===== src/rtl/pipe_fetch_pkg.sv =====
// rtl/pipe_fetch_pkg.sv - shared pipeline constants for the fetch stage
package pipe_fetch_pkg;

   // next-PC select encodings driven by decode
   localparam logic [1:0] PCS_SEQ = 2'b00;
   localparam logic [1:0] PCS_BR  = 2'b01;
   localparam logic [1:0] PCS_JR  = 2'b10;
   localparam logic [1:0] PCS_J   = 2'b11;

   localparam logic [31:0] NOP_WORD = 32'h0000_0000;
   localparam logic [31:0] RESET_PC = 32'h0000_0000;

   typedef enum logic {
      ST_FETCH = 1'b0,
      ST_FULL  = 1'b1
   } fetch_state_e;

endpackage


===== src/rtl/pipe_fetch_mux4x32.sv =====
// rtl/pipe_fetch_mux4x32.sv - 4:1 32-bit mux indexed by pcsource encoding
module mux4x32
   import pipe_fetch_pkg::*;
(
   input  logic [1:0]  sel,
   input  logic [31:0] d0,
   input  logic [31:0] d1,
   input  logic [31:0] d2,
   input  logic [31:0] d3,
   output logic [31:0] y
);

   // select one of four candidate next-PC values
   always_comb begin
      y = d0;
      case (sel)
         PCS_BR:  y = d1;
         PCS_JR:  y = d2;
         PCS_J:   y = d3;
         default: y = d0;
      endcase
   end

endmodule


===== src/rtl/pipe_fetch.sv =====
// rtl/pipe_fetch.sv - instruction fetch stage with skid buffer and delayed redirect
module pipe_fetch
   import pipe_fetch_pkg::*;
(
   input  logic        clk,
   input  logic        clr,
   input  logic [1:0]  pcsource,
   input  logic [31:0] bpc,
   input  logic [31:0] jpc,
   input  logic [31:0] da,
   input  logic        nostall,
   output logic        imem_req,
   output logic [31:0] imem_addr,
   input  logic        imem_ack,
   input  logic [31:0] imem_rdata,
   output logic [31:0] dinst,
   output logic [31:0] dpc4,
   output logic        dvalid,
   output logic [31:0] pc
);

   fetch_state_e state_q, state_d;
   logic [31:0]  pc_q, pc_d;
   logic [31:0]  dinst_q, dinst_d;
   logic [31:0]  dpc4_q, dpc4_d;
   logic         dvalid_q, dvalid_d;
   logic [31:0]  skid_inst_q, skid_inst_d;
   logic [31:0]  skid_pc4_q, skid_pc4_d;
   logic [31:0]  redir_pc_q, redir_pc_d;
   logic         redir_pend_q, redir_pend_d;
   // keeps the request low for the first cycle after reset so a stale ack is ignored
   logic         started_q, started_d;

   logic [31:0]  pc_plus4;
   logic [31:0]  redir_tgt;
   logic         ack_v;
   logic         accept;
   logic         room;
   logic         redir_now;

   assign pc_plus4  = pc_q + 32'd4;
   assign imem_req  = started_q & (state_q == ST_FETCH);
   assign imem_addr = pc_q;
   assign pc        = pc_q;
   assign dinst     = dinst_q;
   assign dpc4      = dpc4_q;
   assign dvalid    = dvalid_q;

   assign ack_v     = imem_ack & imem_req;
   assign accept    = dvalid_q & nostall;
   assign room      = ~dvalid_q | nostall;
   assign redir_now = accept & (pcsource != PCS_SEQ);

   mux4x32 u_next_pc_mux (
      .sel (pcsource),
      .d0  (pc_plus4),
      .d1  (bpc),
      .d2  (da),
      .d3  (jpc),
      .y   (redir_tgt)
   );

   // next-state: fetch handshake, IF/ID load or skid, bubbles and redirect timing
   always_comb begin
      state_d      = state_q;
      pc_d         = pc_q;
      dinst_d      = dinst_q;
      dpc4_d       = dpc4_q;
      dvalid_d     = dvalid_q;
      skid_inst_d  = skid_inst_q;
      skid_pc4_d   = skid_pc4_q;
      redir_pc_d   = redir_pc_q;
      redir_pend_d = redir_pend_q;
      started_d    = 1'b1;

      case (state_q)
         ST_FETCH: begin
            if (ack_v) begin
               // this ack is the delay slot whenever a redirect is live
               if (redir_now) begin
                  pc_d = redir_tgt;
               end else if (redir_pend_q) begin
                  pc_d = redir_pc_q;
               end else begin
                  pc_d = pc_plus4;
               end
               redir_pend_d = 1'b0;
               if (room) begin
                  dinst_d  = imem_rdata;
                  dpc4_d   = pc_plus4;
                  dvalid_d = 1'b1;
               end else begin
                  skid_inst_d = imem_rdata;
                  skid_pc4_d  = pc_plus4;
                  state_d     = ST_FULL;
               end
            end else begin
               if (accept) begin
                  dinst_d  = NOP_WORD;
                  dvalid_d = 1'b0;
               end
               // delay slot still in flight: remember target until its ack
               if (redir_now) begin
                  redir_pc_d   = redir_tgt;
                  redir_pend_d = 1'b1;
               end
            end
         end
         ST_FULL: begin
            if (nostall) begin
               dinst_d  = skid_inst_q;
               dpc4_d   = skid_pc4_q;
               dvalid_d = 1'b1;
               state_d  = ST_FETCH;
               // delay slot is already in the skid, so the target applies now
               if (redir_now) begin
                  pc_d = redir_tgt;
               end
            end
         end
         default: state_d = ST_FETCH;
      endcase
   end

   // state registers with asynchronous clear
   always_ff @(posedge clk or posedge clr) begin
      if (clr) begin
         state_q      <= ST_FETCH;
         pc_q         <= RESET_PC;
         dinst_q      <= NOP_WORD;
         dpc4_q       <= 32'h0;
         dvalid_q     <= 1'b0;
         skid_inst_q  <= 32'h0;
         skid_pc4_q   <= 32'h0;
         redir_pc_q   <= 32'h0;
         redir_pend_q <= 1'b0;
         started_q    <= 1'b0;
      end else begin
         state_q      <= state_d;
         pc_q         <= pc_d;
         dinst_q      <= dinst_d;
         dpc4_q       <= dpc4_d;
         dvalid_q     <= dvalid_d;
         skid_inst_q  <= skid_inst_d;
         skid_pc4_q   <= skid_pc4_d;
         redir_pc_q   <= redir_pc_d;
         redir_pend_q <= redir_pend_d;
         started_q    <= started_d;
      end
   end

endmodule


===== config.mk =====
export PLATFORM = sky130hd
export DESIGN_NAME = pipe_fetch
export DESIGN_NICKNAME = d
export VERILOG_FILES = /design/src/rtl/pipe_fetch_pkg.sv /design/src/rtl/pipe_fetch_mux4x32.sv /design/src/rtl/pipe_fetch.sv
export SDC_FILE = /design/constraint.sdc
export NUM_CORES = 1
export LEC_CHECK = 0
export CAP_MARGIN = 0
export CORE_MARGIN = 1
export CORE_UTILIZATION = 40
export CTS_CLUSTER_DIAMETER = 80
export DETAILED_ROUTE_END_ITERATION = 10
export PLACE_DENSITY = 0.73
export SLEW_MARGIN = 15
export SYNTH_ARGS = -nofsm -noshare
export SYNTH_HDL_FRONTEND = slang
export SYNTH_SLANG_ARGS = --single-unit

===== constraint.sdc =====
create_clock -name clk -period 8.72 [get_ports clk]
set_input_delay 0.872 -clock clk [delete_from_list [all_inputs] [get_ports clk]]
set_output_delay 0.872 -clock clk [all_outputs]
set_load 0.02 [all_outputs]

---- Word level (Yosys, flattened, before mapping) ----
Index checks and enable logic that the tools add are counted.
word-level totals
  register bits ........................... 196
operators by class
  $add $sub $neg .......................... 1
  equality and inequality tests ........... 9
  muxes and demuxes ....................... 27
  bitwise logic cells ..................... 9
  reductions and logical operators ........ 8
operators by type and width
  operator                                                count
  two-way mux 32 bit                                      12
  case mux 32 bit (2 select lines)                        3
  case mux 32 bit (3 select lines)                        1
  adder 32 x 3 -> 32 bit (second input constant)          1
  AND reduction 3 bit                                     5
  two-way mux 1 bit                                       9
  inequality test 2 bit (second input constant)           3
  inequality test 3 bit (second input constant)           2
  AND 1 bit                                               4
  equality test 2 bit (second input constant)             2
  inverter 1 bit                                          4
  case mux 1 bit (2 select lines)                         2
  nonzero test 2 bit                                      2
  equality test 2 x 1 -> 1 bit (second input constant)    1
  inequality test 2 x 1 -> 1 bit (second input constant)  1
  AND reduction 2 bit                                     1
  OR 1 bit                                                1

---- Depth between registers and ports, before layout ----
  word-level depth ........................ 5
  depth in mapped cells ................... 8
  depth with buffers taken out ............ 6

---- Cells and area by module ----
A second synthesis with hierarchy kept.
unflattened totals
  cell total of the unflattened synthesis .. 937
  area, all modules ....................... 10173.5 µm²
modules (own cells, without submodules)
  module      instances  cells an instance  area each (µm²)
  pipe_fetch  1          898                9359.0
  mux4x32     1          39                 814.5

---- Least setup slack after synthesis ----
No wires, ideal clock.
  path kind ............................... flip-flop to flip-flop
  start point ............................. register pc_q[3] (netlist: imem_addr[3])
  end point ............................... register dpc4_q[22] (netlist: dpc4[22])
  library setup time ...................... 0.133 ns
  data arrival time ....................... 2.359 ns
  data required time ...................... 8.587 ns
  slack ................................... 6.228 ns
  cell stages (with the launch flop) ...... 9
  path buffers ............................ 2
  period minus slack after synthesis ...... 2.492 ns
  cells stage by stage .................... dfrtp_1 > ha_1 > nand3_1 > or4_1 > clkbuf_1 > buf_2 > o21a_1 > o31ai_1 > o21ai_0
on the way
  longest elaborated chain between the ends .. 4
RTL lines
  item                              line               source
  start, declared                   pipe_fetch.sv:23   logic [31:0] pc_q, pc_d;
  start signal, assigned            pipe_fetch.sv:140  pc_q <= pc_d;
  adder 32 x 3 -> 32 bit            pipe_fetch.sv:41   assign pc_plus4 = pc_q + 32'd4;
  two-way mux 32 bit                pipe_fetch.sv:88   if (room) begin
  two-way mux 32 bit                pipe_fetch.sv:78   if (ack_v) begin
  case mux 32 bit (2 select lines)  pipe_fetch.sv:76   case (state_q)
  end signal, assigned              pipe_fetch.sv:142  dpc4_q <= dpc4_d;
  end, declared                     pipe_fetch.sv:25   logic [31:0] dpc4_q, dpc4_d;
No other way between the ends. The select of a mux whose other input is x is not followed.
A chain may end at the register's enable or synchronous reset.

---- Worst setup path after layout ----
  start point ............................. register state_q
  end point ............................... register pc_q[1] (netlist: imem_addr[1])
on the way
  longest elaborated chain between the ends .. 5
  elaborated cells between the ends (all ways) .. 8
  classes of those cells .................. eq/ne: 3; mux: 1; bitwise: 3; reduce/logical: 1
RTL lines
  item                                    line               source
  start, declared                         pipe_fetch.sv:22   fetch_state_e state_q, state_d;
  start signal, assigned                  pipe_fetch.sv:139  state_q <= state_d;
  inverter 1 bit (no source line)         -
  AND 1 bit                               pipe_fetch.sv:42   assign imem_req = started_q & (state_q == ST_FETCH);
  AND 1 bit                               pipe_fetch.sv:49   assign ack_v = imem_ack & imem_req;
  inequality test 2 bit (no source line)  -
  AND reduction 3 bit (no source line)    -
Several ways; a longest one is shown, not always the timed one.

==> flow_summary.json <==
{
  "synth_seq_cells": 196,
  "drt_iter0_markers": 897,
  "switchingPower_mw": 1.524,
  "relSlewSlack_pct": 21.70,
  "drive_gt1_share_pct": 11.78,
  "critPathKind": "register to register",
  "crit_fanout": 43,
  "cts_max_level": 4,
  "dr_total_vias": 8491,
  "hold_viol_final": 0,
  "async_flop_share_pct": 100.0,
  "grt-ovfl-total": 0,
  "std_cell_rows": 57,
  "avgSynthCellArea_sq_um": 9.928,
  "start_util_pct": 40.87,
  "clockPowerShare_pct": 19.7,
  "drv_slew": 0,
  "ios": 264,
  "synth_nets": 1136,
  "gp_congestion": 0.8695,
  "swShare_pct": 38.60,
  "leakagePower_nw": 5.293,
  "syn-cell-area_sq_um": 9938,
  "area_growth_pct": 32.24,
  "synthFlopType": "dfrtp_1",
  "postRouteAntennaNets": 0,
  "p_int_mw": 2.423,
  "hp-class": "register to register",
  "worstPathRequired_ns": 9.03,
  "grt_usage_pct": 21.79,
  "core_sq_um": 24320,
  "powerDensity_nw_per_um2": 300.3,
  "totalWireLength_microns": 27520,
  "finalSetupViolations": 0,
  "synth-seq-area-share_pct": 49.35,
  "diodes": 0,
  "die_w_microns": 159.6,
  "die_h_microns": 159.6,
  "status": "completed",
  "fillers": 2186,
  "cts_resized": 0,
  "grt_pass1_vias": 7966,
  "final_cell_mix": "clkdlybuf4s50_1, dfrtp_1, nand2_1",
  "synth_edf_count": 0,
  "cts.sinks": 196,
  "via_per_inst": 5.583,
  "fmax_mhz": 292.6,
  "arrival_ns": 3.73,
  "dr.pass1.iters": 5,
  "fin_nets": 1319,
  "tightest_slew_ns": 1.164,
  "portBuffers": 263,
  "worstHoldStart": "dpc4[10]",
  "pwr-share-comb_pct": 40.3,
  "dp_hpwl_microns": 19840,
  "fin_setup_tns_ns": 0,
  "cp-end-kind": "register",
  "total_power_mw": 3.947,
  "ys_types": 65,
  "grt_max_degree": 124,
  "clk_pin_slew_worst_paths_ns": 0.07,
  "cts_tree": "built",
  "max-cap-violations": 0,
  "cts-root-buf": "clkbuf_16",
  "die_area_sq_um": 25480,
  "antenna_found_initial": 0,
  "postCtsHoldBufs": 0,
  "yosysWarningCount": 0,
  "vdd_ir_drop_max_mv": 0.1269,
  "fin_crit_sh_pct": 39.19,
  "cp-start-kind": "register",
  "synthCells": 1001,
  "finalWorstPathRequiredPeriod_ns": 3.417,
  "post-cts-setup-buffer-count": 0,
  "wire_per_inst_microns": 18.10,
  "cts_made_buffers": 17,
  "mostFrequentLayoutCell": "clkdlybuf4s50_1",
  "p_seq_share_pct": 40.0,
  "clockBufferDepth": 2,
  "fin_skew_ns": 0.01327,
  "rsz0062_at_grt": "false",
  "drc": 0,
  "crit-reg2reg-launch": "state_q",
  "crit_start": "state_q",
  "insertion_delay_ns": 0.43,
  "grt_pass1_wl_microns": 43820
}
-- per-layer routing --
metal	global-route usage [%]	part of all wire (%)	vias to the layer above
li1	-	-	3969
met1	30.36	45	4095
met2	34.26	46	388
met3	5.013	7.3	39
met4	5.507	1.5	0
met5	0	0	-
-- worst max-delay path, cell delays in order (launching register included) --
cell and delay, ns:
dfrtp_2 0.86, buf_4 0.54, inv_1 0.48, nand2_1 0.59, nand2_1 0.24, o21ai_0 0.20, mux2_2 0.37
-- sequential cells by signal, indices dropped and copies added (netlist names) --
signal        flops
started_q         1
imem_addr        32
dinst            32
dpc4             32
skid_pc4_q       32
redir_pc_q       32
state_q           1
redir_pend_q      1
skid_inst_q      32
dvalid            1
-- per-stage QoR --
step	hold WS (ns)	setup slack [ns]	std cells	utilization [%]	area, sq um
after detailed placement	0.4695	5.149	1488	51.52	12530
after floorplan	0.4447	2.507	1001	-	9938
after global routing	0.4973	5.056	1521	54.04	13140
final	0.4815	5.303	1521	54.04	13140
after CTS	0.4848	5.106	1520	53.91	13110
after global placement	0.4596	5.258	1488	51.52	12530
-- power groups by stage --
stage / Clock (mW) / Sequential, mW / Combinational (mW)
4_1_cts: 0.796 / 1.57 / 1.60
3_3_place_gp: 0 / 1.58 / 1.56
5_1_grt: 0.830 / 1.63 / 1.71
2_1_floorplan: 0 / 1.65 / 0.851
3_5_place_dp: 0 / 1.59 / 1.59
6_report: 0.779 / 1.58 / 1.59
-- synth_stat cells, drive strengths merged, types with 13 or more instances --
library cell    n  share of area, %
nor3           17              0.91
nand2         121               4.6
o21ai         106               5.3
clkbuf         61               2.3
xnor2          13               1.1
nor2           71               2.7
mux2           70               7.9
mux2i          23               2.3
dfrtp         196                49
a22oi          45               3.4
buf            49               3.3
a21oi          53               2.7
-- kinds of logic after synthesis --
kind of cell / count (synthesis) / synth area share, %
simple gates: 283 / 13.16
buf+inv: 118 / 5.892
flops: 196 / 49.35
fa+ha+maj: 1 / 0.1259
mux: 101 / 12.06
compound gates: 280 / 17.52
other cells: 1 / 0.03773
xor+xnor: 21 / 1.851
-- final timing paths --
check	end	slack, ns	cells past startpoint
max	imem_addr[1]	5.30	6
min	dpc4[10]	0.48	2
max reg2reg	imem_addr[1]	5.30	6
min reg2reg	dpc4[10]	0.48	2
max in group asynchronous	imem_addr[16]	6.21	3
min in group asynchronous	dinst[1]	1.03	2
-- final cells by class --
type / count / area, sq um / area share [%]
Clock inverter: 14 / 143.9 / 1.095
Multi-Input combinational cell: 687 / 4486 / 34.13
Sequential cell: 196 / 4906 / 37.33
Tap cell: 324 / 405.4 / 3.085
Timing Repair Buffer: 274 / 2725 / 20.73
Clock buffer: 18 / 439.2 / 3.342
Inverter: 8 / 37.54 / 0.2856
Note: power is estimated with default switching activity, not from simulation.
